`src/rtl/pipe_pkg.sv`:
```
// Shared pipeline definitions: payload layout, reset constants and a packing helper.
package pipe_pkg;

  localparam int unsigned PIPE_DATA_W = 96;

  // Payload layout, LSB first: PC4, PC, INSTR.
  localparam int unsigned PC4_LSB   = 0;
  localparam int unsigned PC4_W     = 32;
  localparam int unsigned PC_LSB    = 32;
  localparam int unsigned PC_W      = 32;
  localparam int unsigned INSTR_LSB = 64;
  localparam int unsigned INSTR_W   = 32;

  localparam logic [INSTR_W-1:0] NOP_INSTR = 32'h0000_0000;
  localparam logic [PC_W-1:0]    RESET_PC  = 32'h0000_0000;

  function automatic logic [PIPE_DATA_W-1:0] pack_payload(
    input logic [INSTR_W-1:0] instr,
    input logic [PC_W-1:0]    pc,
    input logic [PC4_W-1:0]   pc4
  );
    return {instr, pc, pc4};
  endfunction

endpackage

```
`src/rtl/sat_counter.sv`:
```
// Saturating up-counter with asynchronous active-low reset.
module sat_counter #(
  parameter int unsigned CNT_W = 32
) (
  input  logic             clk_i,
  input  logic             rst_ni,
  input  logic             inc_i,
  output logic [CNT_W-1:0] cnt_o
);

  logic [CNT_W-1:0] cnt_q, cnt_d;

  always_comb begin
    cnt_d = cnt_q;
    if (inc_i && (cnt_q != '1)) begin
      cnt_d = cnt_q + CNT_W'(1);
    end
  end

  always_ff @(posedge clk_i or negedge rst_ni) begin
    if (!rst_ni) begin
      cnt_q <= '0;
    end else begin
      cnt_q <= cnt_d;
    end
  end

  assign cnt_o = cnt_q;

endmodule

```
`src/rtl/pipe_stage_reg.sv`:
```
// Elastic valid/ready pipeline register with a 2-entry (main + skid) buffer and flush.
// Define PIPE_STAGE_PERF_EN to add saturating stall/bubble performance counters.
module pipe_stage_reg
  import pipe_pkg::*;
#(
  parameter int unsigned DATA_W         = PIPE_DATA_W,
  parameter bit          CLEAR_ON_FLUSH = 1'b1
`ifdef PIPE_STAGE_PERF_EN
  ,
  parameter int unsigned CNT_W          = 32
`endif
) (
  input  logic              clk,
  input  logic              reset,
  input  logic              flush,
  input  logic              in_valid,
  output logic              in_ready,
  input  logic [DATA_W-1:0] in_data,
  output logic              out_valid,
  input  logic              out_ready,
  output logic [DATA_W-1:0] out_data
`ifdef PIPE_STAGE_PERF_EN
  ,
  output logic [CNT_W-1:0]  stall_cnt,
  output logic [CNT_W-1:0]  bubble_cnt
`endif
);

  logic              m_valid_q, m_valid_d;
  logic              s_valid_q, s_valid_d;
  logic [DATA_W-1:0] m_data_q, m_data_d;
  logic [DATA_W-1:0] s_data_q, s_data_d;
  logic              accept, drain;

  // in_ready comes straight from a flop: the skid entry absorbs the beat that
  // arrives in the cycle downstream first stalls.
  assign in_ready  = ~s_valid_q;
  assign out_valid = m_valid_q;
  assign out_data  = m_data_q;
  assign accept    = in_valid & in_ready;
  assign drain     = m_valid_q & out_ready;

  always_comb begin
    m_valid_d = m_valid_q;
    m_data_d  = m_data_q;
    s_valid_d = s_valid_q;
    s_data_d  = s_data_q;
    if (flush) begin
      m_valid_d = 1'b0;
      s_valid_d = 1'b0;
      if (CLEAR_ON_FLUSH) begin
        m_data_d = '0;
        s_data_d = '0;
      end
    end else if (!m_valid_q || drain) begin
      if (s_valid_q) begin
        m_valid_d = 1'b1;
        m_data_d  = s_data_q;
        s_valid_d = 1'b0;
      end else if (accept) begin
        m_valid_d = 1'b1;
        m_data_d  = in_data;
      end else begin
        m_valid_d = 1'b0;
      end
    end else if (accept) begin
      s_valid_d = 1'b1;
      s_data_d  = in_data;
    end
  end

  always_ff @(posedge clk or negedge reset) begin
    if (!reset) begin
      m_valid_q <= 1'b0;
      s_valid_q <= 1'b0;
      m_data_q  <= '0;
      s_data_q  <= '0;
    end else begin
      m_valid_q <= m_valid_d;
      s_valid_q <= s_valid_d;
      m_data_q  <= m_data_d;
      s_data_q  <= s_data_d;
    end
  end

`ifdef PIPE_STAGE_PERF_EN
  sat_counter #(
    .CNT_W (CNT_W)
  ) u_stall_cnt (
    .clk_i  (clk),
    .rst_ni (reset),
    .inc_i  (m_valid_q & ~out_ready),
    .cnt_o  (stall_cnt)
  );

  sat_counter #(
    .CNT_W (CNT_W)
  ) u_bubble_cnt (
    .clk_i  (clk),
    .rst_ni (reset),
    .inc_i  (~m_valid_q & out_ready),
    .cnt_o  (bubble_cnt)
  );
`endif

endmodule
```
`config.mk`:
```
export PLATFORM = sky130hd
export DESIGN_NAME = pipe_stage_reg
export DESIGN_NICKNAME = d
export VERILOG_FILES = /design/src/rtl/pipe_pkg.sv /design/src/rtl/sat_counter.sv /design/src/rtl/pipe_stage_reg.sv
export SDC_FILE = /design/constraint.sdc
export NUM_CORES = 1
export LEC_CHECK = 0
export ABC_AREA = 0
export CAP_MARGIN = 40
export CORE_MARGIN = 2
export CORE_UTILIZATION = 45
export DETAILED_ROUTE_END_ITERATION = 16
export HOLD_SLACK_MARGIN = 0.03
export PLACE_DENSITY_LB_ADDON = 0.08
export RECOVER_POWER = 50
export SETUP_SLACK_MARGIN = 0.5
export SYNTH_ARGS = -nofsm -noshare
export SYNTH_HDL_FRONTEND = slang
export SYNTH_SLANG_ARGS = --single-unit
```
`constraint.sdc`:
```
create_clock -name clk -period 1.5 [get_ports clk]
set_input_delay 0.45 -clock clk [delete_from_list [all_inputs] [get_ports clk]]
set_output_delay 0.45 -clock clk [all_outputs]
set_load 0.02 [all_outputs]
```
======== Word-level counts from Yosys, hierarchy flattened ========
Index checks and enable logic that the tools add are counted.
operators by class
  equality and inequality tests ........... 1
  multiplexer cells ....................... 13
  bitwise gates (word level) .............. 3
  reduce and logical (&&, ||, !) cells .... 8
operators by type and width
  kind                                   count
  96-bit 2-to-1 mux                      6
  1-bit 2-to-1 mux                       7
  3-bit nonzero test                     2
  2-bit AND reduction                    2
  2-bit nonzero test                     2
  1-bit bitwise AND                      2
  2-bit != test (second input constant)  1
  1-bit logical NOT                      1
  1-bit logical OR                       1
  1-bit NOT                              1
word-level totals
  flip-flop bits (word level) ............. 194
  word-level logic and storage cells ...... 29

======== Longest topological paths before layout ========
  depth in word-level cells ............... 6
  gate-level depth with buffers ........... 6
  mapped depth without buffers ............ 3

======== Worst setup path after synthesis ========
No wires, ideal clock.
  kind .................................... input port to flip-flop
  start point ............................. input flush
  end point ............................... register s_data_q[27]
  library setup time ...................... 0.065 ns
  arrival time ............................ 1.619 ns
  path slack .............................. -0.184 ns
  cell stages on the path ................. 6
  path buffers ............................ 3
  path through ............................ buf_2 or3b_4 nor3b_2 buf_4 buf_6 a22o_1
on the way
  cells in the longest elaborated chain, start to end .. 2
  elaborated cells between the ends (all ways) .. 4
  classes of those cells .................. eq/ne: 1; mux: 1; reduce/logical: 2
ends and longest elaborated chain
  element                                                        RTL line              source
  start: declaration                                             pipe_stage_reg.sv:15  input logic flush,
  2-bit != test (no line) or 2-bit nonzero test (tied branches)  n/a
  2-bit AND reduction (no line)                                  n/a
  end signal: assignment                                         pipe_stage_reg.sv:82  s_data_q <= s_data_d;
  end: declaration                                               pipe_stage_reg.sv:32  logic [DATA_W-1:0] s_data_q, s_data_d;
Several ways; a longest one is shown, not always the timed one.
A chain may end at the register's enable or synchronous reset.

======== Worst setup path in the final report ========
  start point ............................. register s_valid_q
  end point ............................... register s_data_q[14]
on the way
  cells in the longest elaborated chain, start to end .. 4
ends and longest elaborated chain
  element                        RTL line              source
  start: declaration             pipe_stage_reg.sv:30  logic s_valid_q, s_valid_d;
  start signal: assignment       pipe_stage_reg.sv:80  s_valid_q <= s_valid_d;
  1-bit NOT                      pipe_stage_reg.sv:37  assign in_ready = ~s_valid_q;
  1-bit bitwise AND              pipe_stage_reg.sv:40  assign accept = in_valid & in_ready;
  2-bit nonzero test (no line)   n/a
  2-bit AND reduction (no line)  n/a
No other way between the ends.

==> metrics.txt <==
status finished with violations; failing checks setup timing; CP Max Fanout 16; Fin Setup TNS -12.19 ns; clk sinks 194; Reg2Reg Launch Point s_valid_q$_DFFE_PN0P_; H-tree lvl count 4; Worst Setup Start Kind register; Max Fclk 0.616 GHz; Inserted Clock Buffers 17; Syn Area/Cell 12.4 um2; gp weighted congestion 0.797; Cell Chain, Critical Path and4bb_4 -> buf_12 -> nor2_4 -> buf_12 -> a22o_1; reg2reg path depth 5; initial antenna violation count 0; detailed-route wire length per cell 22.0 um; CP peak stage delay 0.53 ns; vias in the first global route 7,050; Seq cells post-synth 194; critical path class register to register; area share of fa/ha/maj cells after synthesis 0; top post-synthesis cells by area dfrtp_1 (60%), mux2i_1 (12%), o2bb2ai_1 (10%), a22o_1 (5.2%), nand2_1 (4.5%); CTS Buffer Depth 2; 1st-pass router iterations 4; TritonCTS clock tree yes; largest family of logic cells by synthesized area compound AO/OA/AOI/OAI gates; Static Leak 6.22 nW; full die area 19,000 um2; Detailed Route Iter0 Violations 439; first-pass GRT wire length 38.2 mm; Clock Power Share 0.360; Worst Path Buf+Inv 2; antenna-violating nets left 0; most used cell, CP buf_12; final count of hold timing violations 0; Core ar. 17,400 um2; Tmin final 1.62 ns; r2r setup slk -0.12 ns; Worst Tran Pin Value 1.29 ns; Data required, critical path 1.81 ns; cell accounting for the most synthesized area dfrtp_1; Vias 6,894; Critical Path Slowest Stage Cell dfrtp_4; switch share 0.263; VDD IR max 0.838 mV; max-slew violation total from the final report 0; Overflow after GRT 0; Psw 3.41 mW; site row count 48; Combinational Power Share 0.204; hold crit path type primary input to async pin; Synth cell types 22; RSZ-0062 raised after global routing yes; Seq/Total Area, Yosys 0.604; layout cell share with drive strength beyond 1 0.475; Post-Route Utilization 0.797; Residual DRC 0; Initial Util 0.463; clk slew on worst S/H paths 0.07 ns; Final Setup Violations 194; Simple-Gate Fraction of Synth Area 0.0549; Ports 199; DR vias/cell 5.70; sequential power share 0.436; PD cells 939 nW/um2; internal power 9.58 mW; Post-Synth XOR/XNOR Area 0; maxcap violations 0; RR Endpoint s_data_q[14]$_DFFE_PN0P_; data arrival time of the worst path 1.94 ns; largest net degree at the start of global routing 44; Yosys warning total 0; Top delay family on crit path flip-flops; Compound-Gate Fraction of Synth Area 0.188; critical path endpoint category register; top-area cell type share of the netlist area 0.604; Slew HR 0.139; clk_skew 0.00942 ns; Nets 1,073; DP Worst Slack -0.605 ns; Tot GR Track Use 0.265; mapped cell area 8040 um2; Net Count, Synth 748; clk root buf clkbuf_16; Final WS setup -0.125 ns; mux cell area share after synthesis 0.119; final period utilization 1.08; Cells after Synth 647; Clk Latency, worst-skew pair 0.43 ns; PortBufs 198; Layout area overhead 72.0%; hpwl dp 14.0 mm; Die Span Y 138 um; drt total wl 26.6 mm; die width 138 um
[worst register-to-register path, cell delays in order, from the launching register on]
cell,delay (ns)
dfrtp_4,0.53
and4bb_4,0.39
buf_12,0.12
nor2_4,0.06
buf_12,0.17
a22o_1,0.25
[Yosys cell counts, drive strengths merged]
master   instances
and4bb           1
inv              1
nor2b            1
a21oi           49
nand3b           1
nor2             1
buf             29
or2              1
nand2           97
o2bb2ai         96
a22o            48
clkbuf          28
nor3b            1
or3b             1
nand4bb          1
mux2i           96
dfrtp          194
nand2b           1
[placed cells by master (no fill, tap or decap), types with 22 or more instances in the layout]
cell             instances
dfrtp_1                193
nand2_4                 42
buf_12                  27
buf_4                  102
o2bb2ai_1               28
nand2_1                 52
mux2i_1                 91
buf_6                  107
o2bb2ai_2               61
clkbuf_16               22
a22o_1                  48
clkdlybuf4s50_1         96
a21oi_2                 47
[metrics by stage]
stage	cell area (um2)	total power [mW]	hold WS [ns]	instances
after floorplan	8450	6.55	0.154	647
after global placement	10900	7.56	0.448	1056
after detailed placement	10900	7.59	0.450	1056
after CTS	13000	12.8	-0.0131	1168
after global routing	13800	13.4	0.369	1209
final	13800	13.0	0.304	1210
[area by class of cell]
class / instances / area, um2
multi-input combinational: 395 / 3980
timing repair buffer: 363 / 4100
inverter: 1 / 11.3
clock buffer: 23 / 468
tap: 225 / 282
fill: 932 / 3520
sequential: 194 / 4860
clock inverter: 8 / 129
antenna: 1 / 2.50
[cells by family after synthesis]
logic type | after synthesis
compound gates | 193
buf+inv | 58
flops | 194
mux | 96
simple gates | 106
[per-layer routing]
metal  track usage  wire, um
met1         0.357     11400
met4        0.0922       612
met2         0.426     13000
met3        0.0567      1550
met5             0         0
[worst max path at each step]
stage | startpoint | endpoint | slack, ns | depth (start not counted)
2_1_floorplan | flush | s_data_q[27]$_DFFE_PN0P_ | -0.11 | 6
3_3_place_gp | out_ready | s_data_q[27]$_DFFE_PN0P_ | -0.57 | 5
3_5_place_dp | out_ready | s_data_q[40]$_DFFE_PN0P_ | -0.60 | 5
4_1_cts | s_valid_q$_DFFE_PN0P_ | in_ready | -0.08 | 2
5_1_grt | s_valid_q$_DFFE_PN0P_ | s_data_q[9]$_DFFE_PN0P_ | -0.16 | 6
6_report | s_valid_q$_DFFE_PN0P_ | s_data_q[14]$_DFFE_PN0P_ | -0.12 | 5
[state kept, by name, summed over array words and instances (netlist names)]
signal	flops
out_data	96
s_data_q	96
out_valid	1
s_valid_q	1
[power by group through the flow]
| stage | sequential, mW | combinational (mW) | clock, mW |
|---|---|---|---|
| final | 5.67 | 2.65 | 4.67 |
| after global placement | 5.73 | 1.82 | 0 |
| after CTS | 5.66 | 2.38 | 4.71 |
| after global routing | 5.69 | 2.78 | 4.96 |
| after detailed placement | 5.74 | 1.86 | 0 |
| after floorplan | 5.93 | 0.619 | 0 |
[repair_timing]
action | 4_1_cts | 5_1_grt
buffers inserted | 68 | 35
cloned | 13 | 6
endpoints found under the setup margin | 292 | 292
hold endpoints to repair | 33 | 33
pin swaps | 40 | 79
gates resized for setup | 701 | 110
Power figures use the tool's default switching activity.
